===== config.mk =====
export PLATFORM = sky130hd
export DESIGN_NAME = regfile_mp
export DESIGN_NICKNAME = d
export VERILOG_FILES = /design/src/rtl/regfile_pkg.sv /design/src/rtl/regfile_rd_port.sv /design/src/rtl/regfile_mp.sv
export SDC_FILE = /design/constraint.sdc
export NUM_CORES = 2
export LEC_CHECK = 0
export CORE_ASPECT_RATIO = 1.4
export CORE_MARGIN = 5
export CORE_UTILIZATION = 60
export CTS_BUF_LIST = sky130_fd_sc_hd__clkbuf_2
export DETAILED_ROUTE_END_ITERATION = 8
export PLACE_DENSITY = 0.77
export SYNTH_ARGS = -nofsm -noshare
export SYNTH_HDL_FRONTEND = slang
export SYNTH_HIERARCHICAL = 1
export SYNTH_SLANG_ARGS = --single-unit

===== constraint.sdc =====
create_clock -name clk -period 10.47 [get_ports clk]
set_input_delay 1.5705 -clock clk [delete_from_list [all_inputs] [get_ports clk]]
set_output_delay 1.5705 -clock clk [all_outputs]
set_load 0.1 [all_outputs]

===== src/rtl/regfile_pkg.sv =====
`default_nettype none
// +----------------------------------------------------------------------------+
// | Module      : regfile_pkg                                                  |
// | Description : Shared definitions for the multi-port register file:         |
// |               sweep/run FSM state encoding and address-width helper.       |
// | Revision    : 1.0  initial release                                         |
// +----------------------------------------------------------------------------+
package regfile_pkg;

  // Controller states: INIT runs the post-reset fill sweep, RUN is normal use.
  typedef enum logic [0:0] {
    ST_INIT = 1'b0,
    ST_RUN  = 1'b1
  } state_t;

  // Address width for a given number of entries (minimum of one bit).
  function automatic int addr_width(input int depth);
    return (depth > 1) ? $clog2(depth) : 1;
  endfunction

endpackage
`default_nettype wire


===== src/rtl/regfile_rd_port.sv =====
`default_nettype none
// +----------------------------------------------------------------------------+
// | Module      : regfile_rd_port                                              |
// | Description : One registered read port of the register file. Selects the   |
// |               addressed entry, optionally forwards a same-cycle write      |
// |               (write-first), masks the hardwired zero register and         |
// |               registers the result.                                        |
// | Config      : REGFILE_BYPASS_EN defined -> write-first, else read-first.   |
// | Ports       : clk, rst_n (async, active low)                               |
// |               run      - 1 when the file is out of its init sweep          |
// |               rd_en    - load enable of the output register                |
// |               rd_addr  - read address                                      |
// |               wr_en/wr_addr/wr_data - write port seen by the bypass        |
// |               mem      - storage array contents                            |
// |               rd_data  - registered read data                              |
// | Revision    : 1.0  initial release                                         |
// +----------------------------------------------------------------------------+
module regfile_rd_port
  import regfile_pkg::*;
#(
  parameter int WIDTH    = 64,
  parameter int DEPTH    = 32,
  parameter int ZERO_EN  = 1,
  parameter int ZERO_IDX = 31,
  localparam int AW      = addr_width(DEPTH)
) (
  input  logic             clk,
  input  logic             rst_n,
  input  logic             run,
  input  logic             rd_en,
  input  logic [AW-1:0]    rd_addr,
  input  logic             wr_en,
  input  logic [AW-1:0]    wr_addr,
  input  logic [WIDTH-1:0] wr_data,
  input  logic [WIDTH-1:0] mem [DEPTH],
  output logic [WIDTH-1:0] rd_data
);

  localparam logic [AW-1:0] c_zero_idx = AW'(ZERO_IDX);

  logic [WIDTH-1:0] w_sel;
  logic [WIDTH-1:0] w_next;
  logic [WIDTH-1:0] r_rd_data;

`ifndef REGFILE_BYPASS_EN
  // Read-first mode never looks at the write port.
  logic w_unused_wr;
  assign w_unused_wr = ^{wr_en, wr_addr, wr_data};
`endif

  always_comb begin
    w_sel = mem[rd_addr];
`ifdef REGFILE_BYPASS_EN
    // Write-first: a write landing on the address being read is forwarded.
    if (wr_en && (wr_addr == rd_addr)) begin
      w_sel = wr_data;
    end
`endif
    // Zero register wins over both the array and the forwarded data.
    w_next = w_sel;
    if ((ZERO_EN != 0) && (rd_addr == c_zero_idx)) begin
      w_next = '0;
    end
  end

  // Output only updates in RUN, so it holds the reset value of 0 through INIT.
  always_ff @(posedge clk or negedge rst_n) begin
    if (!rst_n) begin
      r_rd_data <= '0;
    end else if (run && rd_en) begin
      r_rd_data <= w_next;
    end
  end

  assign rd_data = r_rd_data;

endmodule
`default_nettype wire


===== src/rtl/regfile_mp.sv =====
`default_nettype none
// +----------------------------------------------------------------------------+
// | Module      : regfile_mp                                                   |
// | Description : Parametrised register file with NUM_RD registered read       |
// |               ports, one write port, optional hardwired zero register and  |
// |               a post-reset init sweep filling every entry.                 |
// | Config      : REGFILE_BYPASS_EN defined -> write-first read ports,         |
// |               undefined -> read-first.                                     |
// | Ports       : clk, rst_n (async, active low)                               |
// |               rd_en[NUM_RD], rd_addr[NUM_RD*AW]   read requests            |
// |               rd_data[NUM_RD*WIDTH]               registered read data     |
// |               wr_en, wr_addr, wr_data             write port               |
// |               init_busy                           high during the sweep    |
// | Revision    : 1.0  initial release                                         |
// +----------------------------------------------------------------------------+
module regfile_mp
  import regfile_pkg::*;
#(
  parameter int WIDTH      = 64,
  parameter int DEPTH      = 32,
  parameter int NUM_RD     = 2,
  parameter int ZERO_EN    = 1,
  parameter int ZERO_IDX   = 31,
  parameter int INIT_INDEX = 1,
  localparam int AW        = addr_width(DEPTH)
) (
  input  logic                    clk,
  input  logic                    rst_n,
  input  logic [NUM_RD-1:0]       rd_en,
  input  logic [NUM_RD*AW-1:0]    rd_addr,
  output logic [NUM_RD*WIDTH-1:0] rd_data,
  input  logic                    wr_en,
  input  logic [AW-1:0]           wr_addr,
  input  logic [WIDTH-1:0]        wr_data,
  output logic                    init_busy
);

  localparam logic [AW-1:0] c_last_idx = AW'(DEPTH - 1);
  localparam logic [AW-1:0] c_zero_idx = AW'(ZERO_IDX);

  state_t           r_state;
  logic [AW-1:0]    r_cnt;
  logic             r_init_busy;
  logic [WIDTH-1:0] r_mem [DEPTH];

  logic             w_run;
  logic             w_we;
  logic [AW-1:0]    w_waddr;
  logic [WIDTH-1:0] w_wdata;

  assign w_run = (r_state == ST_RUN);

  // Sweep / run controller. init_busy is registered and drops the cycle
  // after the last entry is written.
  always_ff @(posedge clk or negedge rst_n) begin
    if (!rst_n) begin
      r_state     <= ST_INIT;
      r_cnt       <= '0;
      r_init_busy <= 1'b1;
    end else begin
      case (r_state)
        ST_INIT: begin
          r_cnt <= r_cnt + 1'b1;
          if (r_cnt == c_last_idx) begin
            r_state     <= ST_RUN;
            r_init_busy <= 1'b0;
          end
        end
        ST_RUN: begin
          r_state <= ST_RUN;
        end
        default: begin
          r_state <= ST_INIT;
        end
      endcase
    end
  end

  // Single array write port, shared between the sweep and the user port.
  // The user port is ignored during INIT; the state register drops to INIT
  // on reset assertion, so no user write can complete after reset.
  always_comb begin
    w_we    = 1'b0;
    w_waddr = wr_addr;
    w_wdata = wr_data;
    if (!w_run) begin
      w_we    = 1'b1;
      w_waddr = r_cnt;
      w_wdata = (INIT_INDEX != 0) ? WIDTH'(r_cnt) : '0;
      if ((ZERO_EN != 0) && (r_cnt == c_zero_idx)) begin
        w_wdata = '0;
      end
    end else begin
      w_we = wr_en && !((ZERO_EN != 0) && (wr_addr == c_zero_idx));
    end
  end

  // Storage has no reset; its contents are defined by the sweep.
  always_ff @(posedge clk) begin
    if (w_we) begin
      r_mem[w_waddr] <= w_wdata;
    end
  end

  assign init_busy = r_init_busy;

  generate
    for (genvar p = 0; p < NUM_RD; p++) begin : g_rd
      regfile_rd_port #(
        .WIDTH    (WIDTH),
        .DEPTH    (DEPTH),
        .ZERO_EN  (ZERO_EN),
        .ZERO_IDX (ZERO_IDX)
      ) u_rd_port (
        .clk     (clk),
        .rst_n   (rst_n),
        .run     (w_run),
        .rd_en   (rd_en[p]),
        .rd_addr (rd_addr[p*AW +: AW]),
        .wr_en   (wr_en),
        .wr_addr (wr_addr),
        .wr_data (wr_data),
        .mem     (r_mem),
        .rd_data (rd_data[p*WIDTH +: WIDTH])
      );
    end
  endgenerate

endmodule
`default_nettype wire


==> results.cfg <==
[critical_path]
cp-end-kind = primary output
slowest_delay_ps = 1240
rrSetupSlack_ps = 5520
path_class = reg2out
r2r_cells = 4
path_max_fanout = 2
critPathSlowestCell = clkdlybuf4s50_1
required_ps = 8900
cp-start-kind = register
critical_path_buf_inv_count = 1
critPathArrivalTime_ps = 3710
reg2reg_from = r_state
r2r-end = r_mem[603]
path_delay_family = buffers and inverters
cp_cell_sequence = clkdlybuf4s50_1

[layout]
regArea_um2 = 64900
post-route-util_pct = 65.5
area_delta_synth_final_pct = 8.60
fillCellCount = 11700
multi_input_area_um2 = 35500
drive_gt1_share_pct = 31.7
nets = 6292

[route]
dr.pass1.iters = 8
drt_iter0_markers = 11300
wl_per_cell_um = 37.5
wl_mm = 333
ant_nets = 0
vias = 66300
drc = 0
routed_via_density = 7.46

[power]
power_switching_w = 0.00506
irDropWorstVdd_mv = 0.135
p_seq_share_pct = 55.1
power.leakage_nw = 37.4
p_int_w = 0.0126
pwr-share-clk_pct = 32.5
p_per_area_nw_per_um2 = 158
combPwrFrac_pct = 12.4
swShare_pct = 28.6

[yosys]
synth_seq_cells = 2183
synth_edf_count = 2048
syn_area_per_cell_um2 = 17.8
synth.most_common_cell = edfxtp_1
netlist.area_leader.share_pct = 59.9
synthCells = 5761
ys_top_cells_by_area = edfxtp_1, mux4_2, mux2i_1, mux2_2, dfrtp_1
ys_async_sr_fraction_pct = 6.18
synth.distinct_cells = 48
synthesis.area_um2 = 103000
yosys_warnings = 6
ys_seq_area_share_pct = 63.2
synthTopCellsByCount = edfxtp_1, mux2i_1, mux4_2
synth_nets = 5848
yosysTopAreaCell = edfxtp_1
dominantRegCellSynth = edfxtp_1

[floorplan]
ios = 213
coreArea_um2 = 170000
initial_core_util_pct = 60.3
die_area_um2 = 180000
fp.dieW_um = 360
die_y_um = 500
row_count = 179

[global_routing]
grt_max_degree = 133
grt.overflow.total = 0
grt_pass1_wl_mm = 469
antenna_found_initial = 23
grt.total_usage_pct = 36.5
grt_pass1_vias = 68100

[placement]
numPortBuffers = 212
place_ws_ps = 5280
place_congestion = 0.850
place.detailed.hpwl_mm = 170

[status]
status = finished clean

[sta]
slew_violations = 0
slew_headroom_pct = 5.80
worst_slew_pin_slew_ps = 1410
clock.fmax_mhz = 189
hold_violations = 0
setup_violations = 0
rsz0062_at_grt = false
fin_tns_setup_ps = 0
setup_slack_ps = 5190
fin_crit_sh_pct = 50.4
worst_clock_skew_ps = 116
fin_crit_ps = 5280

[clock_network]
clockBufferDepth = 4
root_buffer = clkbuf_2
clk_pin_slew_worst_paths_ps = 120
cts_tree = done
htree_levels = 6
cts.sinks = 2183
numCtsBuffers = 538
insertion_delay_ps = 1920

[job]
max_cap_violations = 0

[worst_hold_path]
hold_path_class = in2async
[how the worst max path moves through the flow]
stage,start,end,slack (ps),cells after the start
3_3_place_gp,rd_addr[6],g_rd[1].u_rd_port/rd_data[21],5350,8
5_1_grt,g_rd[1].u_rd_port/rd_data[23],rd_data[87],5060,1
4_1_cts,g_rd[1].u_rd_port/rd_data[23],rd_data[87],5090,1
6_report,g_rd[1].u_rd_port/rd_data[23],rd_data[87],5190,1
2_1_floorplan,wr_addr[3],r_mem[0],1840,3
3_5_place_dp,rd_addr[8],g_rd[1].u_rd_port/rd_data[5],5280,7
[sequential cells by signal, summed over array words and instances (netlist names)]
name,count
g_rd.u_rd_port/rd_data,128
init_busy,1
r_cnt,5
r_mem,2048
r_state,1
[layout make-up]
cell class / count / area share (%)
antenna: 16 / 0.0359
clock buffer: 806 / 3.62
clock inverter: 136 / 0.719
inverter: 8 / 0.0314
multi-input combinational: 3109 / 31.8
sequential: 2183 / 58.2
tap: 2262 / 2.54
timing repair buffer: 365 / 3.08
[repair_timing]
item                                   CTS  global route
hold buffers                             1             0
gates resized for setup                  0             0
setup buffers                            0             0
endpoints found under the hold margin   48             0
[power by group through the flow]
stage               clock, W  sequential, W  combinational [W]
floorplan                  0         0.0103            0.00105
global placement           0        0.00993            0.00213
detailed placement         0        0.00992            0.00216
CTS                  0.00579        0.00973            0.00217
global route         0.00624        0.00974            0.00226
finish               0.00574        0.00974            0.00220
[metrics by stage]
step | instance area, um2 | instances | total power [W] | hold WS (ps)
detailed placement | 107000 | 7926 | 0.0121 | 474
global route | 112000 | 8879 | 0.0182 | 107
floorplan | 103000 | 5761 | 0.0114 | 530
global placement | 107000 | 7926 | 0.0121 | 474
CTS | 111000 | 8869 | 0.0177 | 54.1
finish | 112000 | 8885 | 0.0177 | 236
[cell usage in the layout (no fill, tap or decap), drive strengths merged, types with 129 or more instances in the layout]
| master | n |
|---|---|
| nor2 | 149 |
| buf | 164 |
| a211oi | 256 |
| mux2i | 640 |
| dfrtp | 134 |
| mux4 | 640 |
| mux2 | 386 |
| clkdlybuf4s50 | 199 |
| a21boi | 129 |
| clkbuf | 807 |
| edfxtp | 2048 |
| nand2 | 265 |
[kinds of logic after synthesis]
family / Yosys count / synth area share [%]
DFF: 2183 / 63.2
AOI/OAI and AO/OA: 916 / 7.51
buffers and inverters: 469 / 2.55
adders and majority gates: 3 / 0.0366
xor gates and xnor gates: 3 / 0.0256
muxes: 1666 / 24.5
and+or+nand+nor: 521 / 2.20
[routing by layer]
metal	global-route usage [%]	vias to the layer above	routed length [um]
met4	20.2	18	21800
li1	-	25400	-
met1	46.9	33400	108000
met3	11.1	1370	50500
met2	56.3	6022	153000
met5	0	-	130
Power figures use the tool's default switching activity.
